## config.mk

```make
export PLATFORM = sky130hd
export DESIGN_NAME = hazard_scoreboard
export DESIGN_NICKNAME = d
export VERILOG_FILES = /design/src/rtl/hazard_scoreboard.sv
export SDC_FILE = /design/constraint.sdc
export NUM_CORES = 1
export LEC_CHECK = 0
export BUFFER_PORTS_ARGS = -buffer_cell sky130_fd_sc_hd__buf_2
export CAP_MARGIN = 20
export CORE_MARGIN = 4
export CORE_UTILIZATION = 45
export CTS_CLUSTER_DIAMETER = 100
export DETAILED_ROUTE_END_ITERATION = 16
export GPL_ROUTABILITY_DRIVEN = 0
export PLACE_DENSITY = 0.73
export SETUP_SLACK_MARGIN = 0.1
export SLEW_MARGIN = 25
export SYNTH_ARGS = -nofsm -noshare
export SYNTH_HDL_FRONTEND = slang
export SYNTH_SLANG_ARGS = --single-unit
```

## constraint.sdc

```tcl
create_clock -name clk -period 7.35 [get_ports clk]
set_input_delay 1.47 -clock clk [delete_from_list [all_inputs] [get_ports clk]]
set_output_delay 1.47 -clock clk [all_outputs]
set_load 0.01 [all_outputs]
```

## src/rtl/hazard_scoreboard.sv

```systemverilog
// ---------------------------------------------------------------------------
// hazard_scoreboard
//   Hazard unit for the 5-stage pipeline with one variable-latency,
//   non-pipelined long-op unit (mul/div).
//   - E/D-stage forwarding selects (00 regfile, 01 from M, 10 from W).
//   - Load-use and branch-compare stalls.
//   - Per-register pending-write scoreboard for long-op results. It catches
//     RAW on rsD/rtD and WAW on rdD.
//   - Structural stall while the long-op unit is occupied.
//   - Saturating count of stalled decode cycles.
//
// Ports
//   clk, resetn                  clock, synchronous active-low reset
//   rsD, rtD, rdD, regwriteD,    decode-stage fields
//   longopD, branchD
//   rsE, rtE, writeregE,         execute-stage fields
//   regwriteE, memtoregE, longopE
//   writeregM, regwriteM,        memory-stage fields
//   memtoregM
//   writeregW, regwriteW         writeback-stage fields
//   longdoneW, longregW          long-op unit writes back longregW this cycle
//   stallF, stallD, flushE       pipeline-register controls (all equal)
//   forwardAD/BD, forwardAE/BE   operand selects
//   busy                         long-op unit occupied
//   stallcnt                     saturating count of cycles with stallD=1
// ---------------------------------------------------------------------------
module hazard_scoreboard #(
   parameter int NREG = 32,
   parameter int REGW = 5,
   parameter int LAT  = 4,
   parameter int CNTW = 16
) (
   input  logic            clk,
   input  logic            resetn,
   input  logic [REGW-1:0] rsD,
   input  logic [REGW-1:0] rtD,
   input  logic [REGW-1:0] rdD,
   input  logic            regwriteD,
   input  logic            longopD,
   input  logic            branchD,
   input  logic [REGW-1:0] rsE,
   input  logic [REGW-1:0] rtE,
   input  logic [REGW-1:0] writeregE,
   input  logic [REGW-1:0] writeregM,
   input  logic [REGW-1:0] writeregW,
   input  logic            regwriteE,
   input  logic            regwriteM,
   input  logic            regwriteW,
   input  logic            memtoregE,
   input  logic            memtoregM,
   input  logic            longopE,
   input  logic            longdoneW,
   input  logic [REGW-1:0] longregW,
   output logic            stallF,
   output logic            stallD,
   output logic            flushE,
   output logic [1:0]      forwardAD,
   output logic [1:0]      forwardBD,
   output logic [1:0]      forwardAE,
   output logic [1:0]      forwardBE,
   output logic            busy,
   output logic [CNTW-1:0] stallcnt
);

   localparam int CW = $clog2(LAT + 1);

   logic [NREG-1:0] sb_q, sb_d;
   logic [CW-1:0]   cnt_q, cnt_d;
   logic            valid_e_q, valid_e_d;
   logic [CNTW-1:0] stallcnt_q, stallcnt_d;

   logic issue_e, set_e;
   logic lwstall, brstall, sbstall, structstall, stall;

   // M has priority over W; register 0 never forwards.
   function automatic logic [1:0] fwd_sel(input logic [REGW-1:0] src,
                                          input logic [REGW-1:0] wm, input logic rwm,
                                          input logic [REGW-1:0] ww, input logic rww);
      if (src == '0)              return 2'b00;
      else if (rwm && (wm == src)) return 2'b01;
      else if (rww && (ww == src)) return 2'b10;
      else                        return 2'b00;
   endfunction

   // A source/dest is blocked if its result is outstanding, including a long
   // op issuing this very cycle (its sb bit is not visible until the edge).
   function automatic logic pending(input logic [REGW-1:0] r, input logic [NREG-1:0] sb,
                                    input logic set, input logic [REGW-1:0] we);
      return (r != '0) && (sb[r] || (set && (r == we)));
   endfunction

   always_comb begin
      forwardAD = fwd_sel(rsD, writeregM, regwriteM, writeregW, regwriteW);
      forwardBD = fwd_sel(rtD, writeregM, regwriteM, writeregW, regwriteW);
      forwardAE = fwd_sel(rsE, writeregM, regwriteM, writeregW, regwriteW);
      forwardBE = fwd_sel(rtE, writeregM, regwriteM, writeregW, regwriteW);

      // The E instruction was admitted from D last cycle, so its validity is a
      // registered fact; using it (not this cycle's flushE) avoids a comb loop.
      issue_e = longopE & valid_e_q;
      set_e   = issue_e & regwriteE & (writeregE != '0);

      lwstall = memtoregE & (writeregE != '0) &
                ((rsD == writeregE) | (rtD == writeregE));
      brstall = branchD &
                ((regwriteE & (writeregE != '0) & ((rsD == writeregE) | (rtD == writeregE))) |
                 (memtoregM & (writeregM != '0) & ((rsD == writeregM) | (rtD == writeregM))));
      sbstall = pending(rsD, sb_q, set_e, writeregE) |
                pending(rtD, sb_q, set_e, writeregE) |
                (regwriteD & pending(rdD, sb_q, set_e, writeregE));
      busy        = (cnt_q != '0);
      structstall = longopD & (busy | issue_e);
      stall       = lwstall | brstall | sbstall | structstall;

      // Clear first so that a same-cycle set on the same register wins.
      sb_d = sb_q;
      if (longdoneW) sb_d[longregW] = 1'b0;
      if (set_e)     sb_d[writeregE] = 1'b1;
      sb_d[0] = 1'b0;

      if (issue_e)            cnt_d = CW'(LAT);
      else if (cnt_q != '0)   cnt_d = cnt_q - CW'(1);
      else                    cnt_d = cnt_q;

      // A flush bubbles E, so next cycle's E slot holds nothing valid.
      valid_e_d = ~stall;

      if (stall && (stallcnt_q != '1)) stallcnt_d = stallcnt_q + CNTW'(1);
      else                             stallcnt_d = stallcnt_q;
   end

   assign stallF   = stall;
   assign stallD   = stall;
   assign flushE   = stall;
   assign stallcnt = stallcnt_q;

   always_ff @(posedge clk) begin
      if (!resetn) begin
         sb_q       <= '0;
         cnt_q      <= '0;
         valid_e_q  <= 1'b0;
         stallcnt_q <= '0;
      end else begin
         sb_q       <= sb_d;
         cnt_q      <= cnt_d;
         valid_e_q  <= valid_e_d;
         stallcnt_q <= stallcnt_d;
      end
   end

endmodule

```

* After elaboration in Yosys (flattened, before gate mapping)
Index checks and enable logic that the tools add are counted.
** Word-level totals
- Bits in registers :: 52
- Bits of input ports :: 57
- Bits in read-only memories :: 0
- Memories :: 0
- Bits in latches :: 0
- RAM bits :: 0
** Cells by class
- $lt $le $gt $ge :: 7
- Div/mod/pow operators :: 0
- Reduce and logical (&&, ||, !) cells :: 32
- Multiply operators :: 0
- Multiplexer cells :: 26
- $add $sub $neg :: 2
- Bitwise gates (word level) :: 26
- Shift operators :: 0
- Equality and inequality tests :: 14
** Operators with widths (count)
- $eq A5 B5 Y1 :: 13
- $mux W32 :: 2
- $and A32 B32 Y32 :: 1
- $not A32 Y32 :: 1
- $or A32 B32 Y32 :: 1
- $lt A5 B6 Y1 const B :: 5
- $reduce_bool A5 Y1 :: 5
- $mux W2 :: 12
- $logic_not A5 Y1 :: 4
- $logic_and A1 B1 Y1 :: 17
- $add A16 B1 Y16 const B :: 1
- $ne A16 B16 Y1 const B :: 1
- $bmux W1 S5 :: 3
- $and A1 B1 Y1 :: 12
- $demux W1 S5 :: 2
- $ge A5 B1 Y1 const B :: 2
- $or A1 B1 Y1 :: 9
- $mux W3 :: 2
- $mux W1 :: 5
- $logic_or A1 B1 Y1 :: 3
- $reduce_bool A3 Y1 :: 1
- $sub A3 B1 Y3 const B :: 1
- $not A1 Y1 :: 2
- $reduce_bool A2 Y1 :: 1
- $reduce_or A2 Y1 :: 1

* Depth between registers and ports, before layout
- Depth after elaboration :: 11
- Mapped depth :: 12
- Mapped depth without buffers :: 10

* Worst setup path before layout
Ideal clock, no wire load.
- Kind :: input-to-output
- Start :: in rtD[0]
- End :: out stallD
- Data required time :: 5880 ps
- Cell stages on the path :: 9
- Slack :: 2398 ps
- Arrival time :: 3482 ps
- Cell sequence :: buf_6 -> mux4_1 -> mux4_2 -> nand2_1 -> o21ai_2 -> nor4_4 -> buf_6 -> inv_2 -> buf_4
** Between the ends
- Longest elaborated chain between the ends :: 8
- Elaborated cells between the ends (all ways) :: 20
- Classes of those cells :: eq/ne: 2; mux: 2; bitwise: 12; reduce/logical: 4
** Ends and longest elaborated chain
- from (decl) :: RTL line 36 : input logic [REGW-1:0] rtD,
- $bmux W1 S5 (tied with other cells) :: RTL line 89 : return (r != '0) && (sb[r] || (set && (r == we)));
- $mux W1 (not written as such) (tied with other cells) :: RTL line 89
- $logic_or A1 B1 Y1 (tied with other cells) :: RTL line 89
- $logic_and A1 B1 Y1 or $or A1 B1 Y1 (tied branches) :: RTL line 89, 106
- $or A1 B1 Y1 or $and A1 B1 Y1 (tied branches) :: RTL line 108, 105
- $or A1 B1 Y1, on equally long branches :: RTL line 109, 113
- $or A1 B1 Y1 (*) (2 in series) :: RTL line 113 : stall = lwstall | brstall | sbstall | structstall;
- to (decl) :: RTL line 55 : output logic stallD,
Every way passes the cells marked *; elsewhere a longest branch is shown, timed or not. The select of a mux whose other input is x is not followed.

* Worst setup path after layout
- Start :: in rtD[0]
- End :: out stallF
** Between the ends
- Longest elaborated chain between the ends :: 8
- Elaborated cells between the ends (all ways) :: 20
- Classes of those cells :: eq/ne: 2; mux: 2; bitwise: 12; reduce/logical: 4
** Ends and longest elaborated chain
- $bmux W1 S5 (tied with other cells) :: RTL line 89
- $mux W1 (not written as such) (tied with other cells) :: RTL line 89
- $logic_or A1 B1 Y1 (tied with other cells) :: RTL line 89
- $logic_and A1 B1 Y1 or $or A1 B1 Y1 (tied branches) :: RTL line 89, 106
- $or A1 B1 Y1 or $and A1 B1 Y1 (tied branches) :: RTL line 108, 105
- $or A1 B1 Y1, on equally long branches :: RTL line 109, 113
- $or A1 B1 Y1 (*) (2 in series) :: RTL line 113
- to (decl) :: RTL line 54 : output logic stallF,
Marks and branches as above.

==> impl_metrics.ini <==
[detailed_routing]
drc_errors = 0
vias = 3989
first_iter_violations = 410
routed_via_density = 6.02
routed_wl_mm = 11.8
drtAntennaViolNets = 0
dr.pass1.iters = 5
wire_per_inst_um = 17.9

[global_routing]
grt_pass1_wl_mm = 18.7
antenna_found_initial = 0
grt_usage_pct = 22.2
grt_start_max_net_pins = 39
gr-total-overflow = 0
grt_pass1_vias = 3815

[setup_path]
crit_path_end_kind = output pin
ff2ff_path_depth = 8
worstPathRequired_ps = 5880
crit_slowest_cell = mux4_1
crit_chain = buf_2 > mux4_1 > mux4_2 > nand2_1 > o21ai_2 > nor4_4 > buf_4 > inv_2 > buf_2
crit_path_frequent_cell = buf_2
max_stage_delay_ps = 580
path_max_fanout = 23
critPathKind = input port to output pin
arrival_ps = 3740
r2r_start = sb_q[3]
r2r-end = stallcnt[14]
start_kind = input port
regToRegSetupSlack_ps = 4700

[worst_hold_path]
holdPathEnd = stallcnt[4]
hold_class = flop to flop
holdPathStages = 2
holdCritStartpoint = stallcnt[4]

[synthesis]
synth_edf_count = 0
seq_area_frac_synth_pct = 25.2
ys_ff_latch = 51
synth.cell_area_um2 = 4050
synth_cell_types = 50
synthFlopType = dfxtp_1
syn_inst = 498
ys_warn_count = 0
syn_nets = 559
async_reset_ff_share_pct = 0
postSynthAreaPerCell_um2 = 8.13

[cts]
cts_buffers = 5
root_buffer = clkbuf_8
clock_path_buffers = 2
insertion_delay_ps = 310
cts_sinks = 51
tritoncts = yes
hold_buffers = 0
clk_pin_slew_ps = 100
htree_levels = 2
ctsResizeCount = 0
cts_setup_buffers = 0

[cells_and_area]
area_delta_synth_final_pct = 12.1
n_antenna_cell = 0
final_core_util_pct = 52.1
fin_nets = 615
drive_above_1_share_pct = 22.2
fill_cells = 781

[timing]
relSlewSlack_pct = 31.8
hold_slack_ps = 488
finClkSkew_ps = 11.8
setup_viol = 0
finalHoldViolations = 0
layout_setup_ws_ps = 2140
slew_viol_final = 0
fmax_mhz = 192
final.period_utilization_pct = 70.9
fin_crit_ps = 5210
fin_setup_tns_ps = 0
worst_slew_pin_slew_ps = 1010
grt_setup_unrepaired = false

[power]
power_density_nw_per_um2 = 146
p_total_w = 0.000663
p_leak_nw = 1.75
vdd_ir_drop_max_mv = 0.0706

[die]
row_count = 34
die_area_um2 = 10600
core_region_area_um2 = 8720
ios = 85
die_w_um = 103
start_util_pct = 46.4
die_h_um = 103

[status]
status = finished, final reports clean

[job]
cap_violations = 0

[place]
dpl_worst_slack_ps = 2150
io_buffers = 84
dp_hpwl_mm = 8.91
## how the worst max path moves through the flow
stage,startpoint,slack [ps],endpoint,depth (start not counted)
after global routing,rtD[0],2010,stallF,9
final,rtD[0],2140,stallF,9
after detailed placement,rtD[0],2150,stallF,9
after CTS,rtD[0],2150,stallF,9
after floorplan,rtD[0],2400,stallD,9
after global placement,rtD[0],2160,stallF,9
## per-stage QoR
step / instances / area (um^2)
3_5_place_dp: 655 / 4440
2_1_floorplan: 498 / 4050
3_3_place_gp: 655 / 4440
4_1_cts: 663 / 4540
5_1_grt: 663 / 4540
6_report: 663 / 4540
## worst max-delay path: cells and delay by family
family / cells / cell delay [ps]
and+or+nand+nor: 2 / 360
buffers and inverters: 4 / 790
AOI/OAI and AO/OA: 1 / 60
muxes: 2 / 1050
## power by group
part / switching (W) / internal [W] / total, W
sequential: 0.00000935 / 0.000286 / 0.000295
combinational: 0.000114 / 0.0000762 / 0.000190
clock: 0.000101 / 0.0000771 / 0.000178
total: 0.000224 / 0.000439 / 0.000663
## layout make-up
cell class | count | area (um^2) | area share, %
well taps | 108 | 135 | 2.98
multi-input cells | 396 | 2790 | 61.4
inverters | 12 | 45.0 | 0.992
clock buffers | 6 | 82.6 | 1.82
clock inverters | 2 | 16.3 | 0.358
flip-flops and latches | 51 | 1020 | 22.5
repair buffers | 88 | 450 | 9.92
## synth_stat cells (2+ instances only)
library cell,instances,share of area (%)
buf_4,3,0.56
nand2b_1,7,1.1
xnor2_1,26,5.6
o21ai_0,38,4.7
clkbuf_1,21,1.9
or3_1,2,0.31
nand2_1,65,6.0
nand4_1,7,1.1
dfxtp_1,51,25
nand3_1,19,2.3
mux4_1,7,4.5
buf_2,9,1.1
xor2_1,28,6.1
mux2i_1,27,6.7
a21oi_1,46,5.7
nor4_1,4,0.62
mux4_2,10,5.6
mux2_2,2,0.56
nand3b_1,5,0.93
or4_2,2,0.43
nor3_1,18,2.2
a2111oi_0,3,0.65
nor4b_1,2,0.43
buf_6,5,1.4
nor2b_1,4,0.62
o31ai_1,2,0.37
a31oi_1,3,0.46
ha_1,4,1.2
or3b_2,3,0.65
inv_1,11,1.0
nor2_1,25,2.3
and3_1,6,0.93
a22oi_1,2,0.37
nor3b_1,4,0.74
and4_1,3,0.65
a211oi_1,2,0.37
or4_1,5,0.93
or3_2,5,0.93
## flip-flops by register name (all words and copies together), names as in the netlist
name,count
cnt_q,3
sb_q,31
stallcnt,16
valid_e_q,1
## kinds of logic (layout without fill, tap and decap cells)
family	Yosys count	after routing	synth area share, %
flops	51	51	25.2
xor+xnor	54	54	11.7
buf+inv	51	108	6.21
compound gates	104	104	14.4
mux	46	46	17.3
fa+ha+maj	4	4	1.24
simple gates	188	188	24.0
## layer usage
layer | share of wire (%) | up-vias | GRT usage (%) | wire [um]
met5 | 0 | - | 0 | 0
met4 | 2.3 | 0 | 7.37 | 267
met3 | 9.1 | 33 | 4.74 | 1080
met2 | 48 | 182 | 37.4 | 5740
met1 | 40 | 1878 | 28.5 | 4760
li1 | - | 1896 | - | -
## cell usage in the layout, fill, tap and decap left out, types with 17 or more instances in the layout
master   count
nand2_1     65
a21oi_1     46
xor2_1      28
dfxtp_1     51
nor3_1      17
o21ai_0     38
xnor2_1     26
nand3_1     19
nor2_1      25
buf_2       84
mux2i_1     27
No activity file was read; power rests on OpenSTA's default activity.
